File: config.mk
export PLATFORM = sky130hd
export DESIGN_NAME = regfile_sb
export DESIGN_NICKNAME = d
export VERILOG_FILES = /design/src/rtl/regfile_pkg.sv /design/src/rtl/regfile_rd_port.sv /design/src/rtl/regfile_sb.sv
export SDC_FILE = /design/constraint.sdc
export NUM_CORES = 2
export LEC_CHECK = 0
export CAP_MARGIN = 15
export CORE_MARGIN = 10
export CORE_UTILIZATION = 45
export DETAILED_ROUTE_END_ITERATION = 7
export SYNTH_ARGS = -nofsm -noshare
export SYNTH_HDL_FRONTEND = slang
export SYNTH_SLANG_ARGS = --single-unit
File: constraint.sdc
create_clock -name clk -period 9 [get_ports clk]
set_clock_uncertainty 0.2 [all_clocks]
set_input_delay 2.25 -clock clk [delete_from_list [all_inputs] [get_ports clk]]
set_output_delay 2.25 -clock clk [all_outputs]
set_load 0.05 [all_outputs]
File: src/rtl/regfile_pkg.sv
// Shared constants and helpers for the scoreboarded register file.
package regfile_pkg;

    localparam int unsigned DEF_DATA_W   = 32;
    localparam int unsigned DEF_NUM_REGS = 32;
    localparam int unsigned DEF_NUM_RD   = 2;

    // Address width for a register count; never narrower than one bit.
    function automatic int unsigned addr_w(input int unsigned num_regs);
        return (num_regs > 1) ? $clog2(num_regs) : 1;
    endfunction

endpackage

File: src/rtl/regfile_rd_port.sv
// One combinational read port: register mux, write forwarding and busy gating.
module regfile_rd_port
    import regfile_pkg::*;
#(
    parameter int unsigned DATA_W   = DEF_DATA_W,
    parameter int unsigned NUM_REGS = DEF_NUM_REGS,
    parameter bit          ZERO_REG = 1'b1,
    localparam int unsigned AW      = addr_w(NUM_REGS)
) (
    input  logic              rd_en,
    input  logic [AW-1:0]     rd_addr,
    input  logic [DATA_W-1:0] regs [NUM_REGS],
    input  logic [NUM_REGS-1:0] busy,
    input  logic              wr_en,
    input  logic [AW-1:0]     wr_addr,
    input  logic [DATA_W-1:0] wr_data,
    output logic [DATA_W-1:0] rd_data,
    output logic              rd_busy
);

    logic is_zero;
    logic fwd_hit;

    assign is_zero = ZERO_REG && (rd_addr == '0);
    assign fwd_hit = wr_en && (wr_addr == rd_addr) && !is_zero;

    always_comb begin
        rd_data = '0;
        rd_busy = 1'b0;
        if (rd_en && !is_zero) begin
            if (fwd_hit) begin
                rd_data = wr_data;
            end else begin
                rd_data = regs[rd_addr];
                rd_busy = busy[rd_addr];
            end
        end
    end

endmodule

File: src/rtl/regfile_sb.sv
// Multi-port register file with per-register busy (scoreboard) bits and write forwarding.
module regfile_sb
    import regfile_pkg::*;
#(
    parameter int unsigned DATA_W   = DEF_DATA_W,
    parameter int unsigned NUM_REGS = DEF_NUM_REGS,
    parameter int unsigned NUM_RD   = DEF_NUM_RD,
    parameter bit          ZERO_REG = 1'b1,
    localparam int unsigned AW      = addr_w(NUM_REGS),
    localparam int unsigned CW      = AW + 1
) (
    input  logic                     clk,
    input  logic                     rst,
    input  logic                     wr_en,
    input  logic [AW-1:0]            wr_addr,
    input  logic [DATA_W-1:0]        wr_data,
    input  logic                     alloc_en,
    input  logic [AW-1:0]            alloc_addr,
    input  logic [NUM_RD-1:0]        rd_en,
    input  logic [NUM_RD*AW-1:0]     rd_addr,
    output logic [NUM_RD*DATA_W-1:0] rd_data,
    output logic [NUM_RD-1:0]        rd_busy,
    output logic [CW-1:0]            busy_count
);

    logic [DATA_W-1:0]   regs [NUM_REGS];
    logic [NUM_REGS-1:0] busy_q;
    logic [NUM_REGS-1:0] busy_d;
    logic [CW-1:0]       count_d;
    logic                wr_ok;
    logic                alloc_ok;

    assign wr_ok    = wr_en && !(ZERO_REG && (wr_addr == '0));
    assign alloc_ok = alloc_en && !(ZERO_REG && (alloc_addr == '0));

    // Allocation is applied after the write clear so a same-address alloc wins.
    always_comb begin
        busy_d = busy_q;
        if (wr_ok) begin
            busy_d[wr_addr] = 1'b0;
        end
        if (alloc_ok) begin
            busy_d[alloc_addr] = 1'b1;
        end
        if (rst) begin
            busy_d = '0;
        end
    end

    always_comb begin
        count_d = '0;
        for (int i = 0; i < int'(NUM_REGS); i++) begin
            count_d = count_d + CW'(busy_d[i]);
        end
    end

    always_ff @(posedge clk) begin
        busy_q     <= busy_d;
        busy_count <= count_d;
    end

    always_ff @(posedge clk) begin
        if (rst) begin
            for (int i = 0; i < int'(NUM_REGS); i++) begin
                regs[i] <= '0;
            end
        end else if (wr_ok) begin
            regs[wr_addr] <= wr_data;
        end
    end

    for (genvar p = 0; p < int'(NUM_RD); p++) begin : g_rd
        regfile_rd_port #(
            .DATA_W   (DATA_W),
            .NUM_REGS (NUM_REGS),
            .ZERO_REG (ZERO_REG)
        ) u_rd_port (
            .rd_en   (rd_en[p]),
            .rd_addr (rd_addr[p*AW +: AW]),
            .regs    (regs),
            .busy    (busy_q),
            .wr_en   (wr_en),
            .wr_addr (wr_addr),
            .wr_data (wr_data),
            .rd_data (rd_data[p*DATA_W +: DATA_W]),
            .rd_busy (rd_busy[p])
        );
    end

endmodule

== Word level (Yosys, flattened, before mapping) ==
Index checks and enable logic that the tools add are counted.
Widths: inputs -> output; s select.

* Reductions and logical operators: 19
* Add/sub/neg operators: 31
* Eq/ne operators: 2
* Bitwise logic cells: 6
* Muxes and demuxes: 28
* Magnitude comparators: 10

{| class="wikitable"
|+ Operator list
! kind !! count
|-
| $bwmux 1024 || 1
|-
| $mux 32 || 12
|-
| $bmux 32 s5 || 2
|-
| $demux 32 s5 || 1
|-
| $add 6x1->6 || 26
|-
| $and 32x32->32 || 1
|-
| $not 32->32 || 1
|-
| $or 32x32->32 || 1
|-
| $lt 5x6->1 const B || 4
|-
| $logic_not 5->1 || 4
|-
| $ge 6x6->1 const B || 3
|-
| $not 5->6 || 3
|-
| $logic_and 1x1->1 || 11
|-
| $bmux 1 s5 || 2
|-
| $demux 1 s5 || 2
|-
| $eq 5x5->1 || 2
|-
| $ge 5x1->1 const B || 2
|-
| $mux 1 || 8
|-
| $add 5x1->6 || 1
|-
| $lt 6x1->1 const B || 1
|-
| $add 4x1->5 || 1
|-
| $add 3x1->4 || 1
|-
| $logic_not 1->1 || 4
|-
| $add 2x1->3 || 1
|-
| $add 1x1->2 || 1
|}

* Word-level logic and storage cells: 130
* Flip-flop bits (word level): 1062
* Output and inout bits: 72

== Logic depth before layout (Yosys ltp) ==
* Depth after elaboration: 41
* Depth in mapped cells: 22

== Hierarchy ==
A second synthesis with hierarchy kept.

* Cells, all modules: 5381
* Area, all modules: 56477.9 um2

{| class="wikitable"
|+ By module, submodules not included
! module !! cells each !! area an instance (um2) !! seq. area each (um2) !! times used
|-
| regfile_sb || 3701 || 39101.3 || 21260.4 || 1
|-
| regfile_rd_port || 840 || 8688.3 || 0.0 || 2
|}

== Worst setup path after synthesis ==
OpenSTA, ideal clock, no wires.

* Path type: input-to-reg
* Start point: in wr_addr[1]
* End point: reg busy_count[4]
* Arrival: 7562 ps
* Data required time: 8728 ps
* Stages on the path: 22
* Library setup time: 72 ps
* Slack: 1166 ps
* Cells stage by stage: buf_2 -> and3_1 -> clkbuf_1 -> nand2_1 -> clkbuf_1 -> a22oi_1 -> nor2_1 -> fa_1 -> inv_1 -> fa_1 -> inv_1 -> fa_1 -> fa_1 -> fa_1 -> inv_1 -> fa_1 -> inv_1 -> ha_1 -> fa_1 -> a21o_1 -> a21oi_1 -> xnor2_1

* Elaborated cells on any way between the ends: 45

{| class="wikitable"
|+ RTL lines
! item !! RTL line !! source
|-
| start: declaration || regfile_sb.sv:15 || <nowiki>input logic [AW-1:0] wr_addr,</nowiki>
|-
| $lt 5x6->1 (not written as such) or $ge 5x1->1 (tied branches) || regfile_sb.sv:40 || <nowiki>busy_d[wr_addr] = 1'b0;</nowiki>
|-
| $logic_and 1x1->1 (not written as such) || regfile_sb.sv:40 ||
|-
| $mux 1 (not written as such) || regfile_sb.sv:40 ||
|-
| $demux 1 s5 || regfile_sb.sv:40 ||
|-
| $not 32->32 (no line) || n/a ||
|-
| $and 32x32->32 (no line) || n/a ||
|-
| $mux 32 (*) || regfile_sb.sv:39 || <nowiki>if (wr_ok) begin</nowiki>
|-
| $or 32x32->32 (no line) || n/a ||
|-
| $mux 32 (*) || regfile_sb.sv:42 || <nowiki>if (alloc_ok) begin</nowiki>
|-
| $mux 32 (*) || regfile_sb.sv:45 || <nowiki>if (rst) begin</nowiki>
|-
| named net busy_d[11] || regfile_sb.sv:28 || <nowiki>logic [NUM_REGS-1:0] busy_d;</nowiki>
|-
| $add 6x1->6 (*) (21 in series) || regfile_sb.sv:53 || <nowiki>count_d = count_d + CW'(busy_d[i]);</nowiki>
|-
| named net count_d[4] || regfile_sb.sv:29 || <nowiki>logic [CW-1:0] count_d;</nowiki>
|-
| end signal: assignment || regfile_sb.sv:59 || <nowiki>busy_count <= count_d;</nowiki>
|-
| end: declaration || regfile_sb.sv:23 || <nowiki>output logic [CW-1:0] busy_count</nowiki>
|}

The timed path passes the listed nets; every way through them passes the cells marked *.
A chain may end at the register's enable or synchronous reset.

== Final worst setup path ==
* Start point: in rd_addr[4]
* End point: out rd_busy[0]

* Cells in the longest elaborated chain, start to end: 5
* Elaborated cells on any way between the ends: 10

{| class="wikitable"
|+ Ends and longest elaborated chain
! item !! RTL line !! source
|-
| start: declaration || regfile_sb.sv:20 || <nowiki>input logic [NUM_RD*AW-1:0] rd_addr,</nowiki>
|-
| branches (longest 4 deep; another with $bmux 1 s5) || n/a ||
|-
| $mux 1 (*) || regfile_rd_port.sv:30 || <nowiki>if (rd_en && !is_zero) begin</nowiki>
|-
| end: declaration || regfile_sb.sv:22 || <nowiki>output logic [NUM_RD-1:0] rd_busy,</nowiki>
|}

Mark *: on every way between the ends. The select of a mux whose other input is x is not followed.

==> impl_metrics.csv <==
group,metric,value,unit
clock_network,total_setup_buffers_inserted_after_cts,0,
clock_network,tritoncts.num_buffers,114,
die,core,122000,um2
timing,timing.final.hold_violations,0,
global_route,grtUsageTotal,31.5,%
timing,fmaxAchievable,0.120,GHz
die,design.die.area,137000,um2
pwr,netSwitchingFraction,26.0,%
pwr,switchingPower,2.84,mW
synthesis,synthTopCellsByCount,"nand2_1, dfxtp_1, a21oi_1, clkbuf_1, mux4_2",
global_route,number_of_antenna_violations_at_the_first_check_in_global_routing,7,
clock_network,clk-insertion-delay-late,0.72,ns
worst_setup_path,critical_path.endpoint_type,"primary output",
die,die_height,370,um
drt,wl_per_cell,28.4,um
cells_and_area,num-fill-cells,11386,
worst_setup_path,r2r_setup_slack,3.75,ns
drt,avg_vias_per_cell,6.39,
place,post-place-cells,7657,
synthesis,synthesis.area_per_instance,8.63,um2
timing,period_needed,8.36,ns
cells_and_area,multi_input_area,30800,um2
clock_network,worst_setup_hold_path_clk_slew,0.06,ns
pwr,power.ir.vdd_worst,0.000177,V
clock_network,cts_tree,"yes",
clock_network,total_clock_sinks,1062,
die,dieWidth,370,um
drt,firstDrtPassIters,6,
synthesis,synth_top_area_share,38.6,%
worst_setup_path,worstSetupStartpointType,"input pin",
synthesis,synth.cell_area,55100,um2
worst_setup_path,critical_path_class,"input pin to primary output",
drt,drt_iter0_markers,7477,
pwr,pwr-share-seq,43.6,%
synthesis,synthCells,6377,
cells_and_area,final_layout_size_suffix_gt1_share,15.5,%
synthesis,synth_edf_count,0,
worst_setup_path,worst_path_required_time,6.55,ns
timing,finalSetupViolations,0,
synthesis,ys_seq_area_share,38.6,%
die,io_pins,130,
drt,final_antenna_net_count,0,
pwr,power.internal,8.08,mW
clock_network,post_cts_hold_buffer_count,0,
synthesis,ys_async_sr_fraction,0,%
global_route,grt_first_pass_wirelength,325000,um
flow_run,max_cap_violations,0,
synthesis,post-synth-top-count-cell,"nand2_1",
timing,finalMaxSlewViolations,0,
pwr,cellPowerDensity,177,nW/um2
synthesis,synthTopCellsByArea,"dfxtp_1, mux4_2, nand2_1",
pwr,combinationalPowerShare,10.1,%
global_route,largest_net_degree_at_the_start_of_global_routing,200,
synthesis,ys_seq_elements,1062,
timing,grt_setup_unrepaired,"no",
global_route,grt.overflow.total,0,
synthesis,post-synth-top-area-cell,"dfxtp_1",
clock_network,post_cts.resized_instances,0,
place,place.detailed.hpwl,129000,um
pwr,p_leak,20.4,nW
cells_and_area,area_growth_syn_to_layout,11.8,%
worst_setup_path,critPathMaxFanout,33,
pwr,share_clk_of_total_power,46.2,%
place,place.gp.congestion,0.906,
place,buffer_ports.inserted,129,
cells_and_area,finalNetCount,6237,
die,fp-row-count,128,
timing,worst_pin_slew,1.26,ns
drt,drt_drc_violations_left,0,
timing,setup-tns-final,0,ns
timing,slew_margin_rel,15.7,%
outcome,status,"finished, final reports clean",
synthesis,synth_fp_nets,6466,
cells_and_area,final-seq-area,21300,um2
min_path,worst_hold_path_type,"flip-flop to flip-flop",
worst_setup_path,crit_arrival,5.91,ns
clock_network,cts_root_buffer,"clkbuf_16",
die,start_util,45.2,%
global_route,via_count_of_the_first_global_routing_pass,47797,
cells_and_area,stdcell_count,7870,
synthesis,yosys_warnings,0,
clock_network,htree_levels,3,
synthesis,yosys.cell_types.count,61,
timing,final.period_utilization,92.9,%
drt,route.vias.total,50278,
clock_network,cts_buffer_depth,3,
drt,finalWirelength,224000,um
synthesis,yosys_most_used_dff,"dfxtp_1",
## kinds of logic after synthesis
family,share of synthesized area [%]
compound gates,16.1
xor+xnor,0.207
fa+ha+maj,1.03
buf+inv,5.96
flops,38.6
mux,21.2
simple gates,16.9
## stage by stage
step | hold slack (ns) | utilization (%) | total power, mW | cell area, um2 | worst slack (ns)
floorplan | 0.243 | - | 5.53 | 55100 | 1.17
global placement | 0.249 | 47.3 | 5.94 | 57600 | 0.503
detailed placement | 0.257 | 47.3 | 5.94 | 57600 | 0.480
CTS | 0.265 | 50.6 | 10.9 | 61600 | 0.810
global route | 0.280 | 50.6 | 11.2 | 61600 | 0.730
finish | 0.262 | 50.6 | 10.9 | 61600 | 0.642
## cell type report
type / count / share of cell area [%]
sequential: 1062 / 34.5
antenna: 2 / 0.00813
inverter: 36 / 0.219
multi-input combinational: 4615 / 50.1
timing repair buffer: 319 / 5.34
clock inverter: 40 / 0.841
tap: 1625 / 3.30
clock buffer: 171 / 5.67
## state kept, by name (all words and copies together), names as in the netlist
name        count
busy_q         32
regs         1024
busy_count      6
## cells in the final DEF (no fill, tap or decap), types with 54 or more instances in the layout
| cell type | instances |
|---|---|
| a21oi_1 | 1036 |
| a221oi_1 | 64 |
| a22o_1 | 62 |
| a22oi_1 | 81 |
| buf_12 | 58 |
| buf_4 | 200 |
| clkbuf_16 | 119 |
| clkdlybuf4s50_1 | 54 |
| dfxtp_1 | 1062 |
| mux2i_1 | 261 |
| mux4_2 | 383 |
| nand2_1 | 2022 |
| nor2_1 | 80 |
| o21ai_0 | 68 |
| o21ai_1 | 84 |
## metal layers
layer / track usage, % / up-vias / wire (um)
li1: - / 21855 / -
met1: 42.1 / 24490 / 86700
met2: 46.7 / 3256 / 96000
met3: 8.22 / 671 / 27900
met4: 16.2 / 6 / 13200
met5: 0 / - / 42
## critical path, cell delays in order
cell             delay, ns
clkdlybuf4s50_1       0.95
or2_2                 0.58
or4_1                 0.21
and2_4                0.51
nand4_1               0.15
a21oi_1               0.35
clkdlybuf4s50_1       0.89
## power by group through the flow
stage | logic (mW) | clock network, mW | registers [mW]
finish | 1.11 | 5.05 | 4.77
detailed placement | 1.07 | 0 | 4.87
floorplan | 0.662 | 0 | 4.87
global route | 1.14 | 5.27 | 4.77
CTS | 1.08 | 5.07 | 4.77
global placement | 1.07 | 0 | 4.87
## final timing paths
path	startpoint	end	cells after the start
max	rd_addr[4]	rd_busy[0]	7
min	regs[917]$_SDFFE_PP0P_	regs[917]$_SDFFE_PP0P_	2
max reg2reg	busy_q[17]$_DFF_P_	busy_count[4]$_DFF_P_	16
min reg2reg	regs[917]$_SDFFE_PP0P_	regs[917]$_SDFFE_PP0P_	2
(Power assumes the default switching activity.)
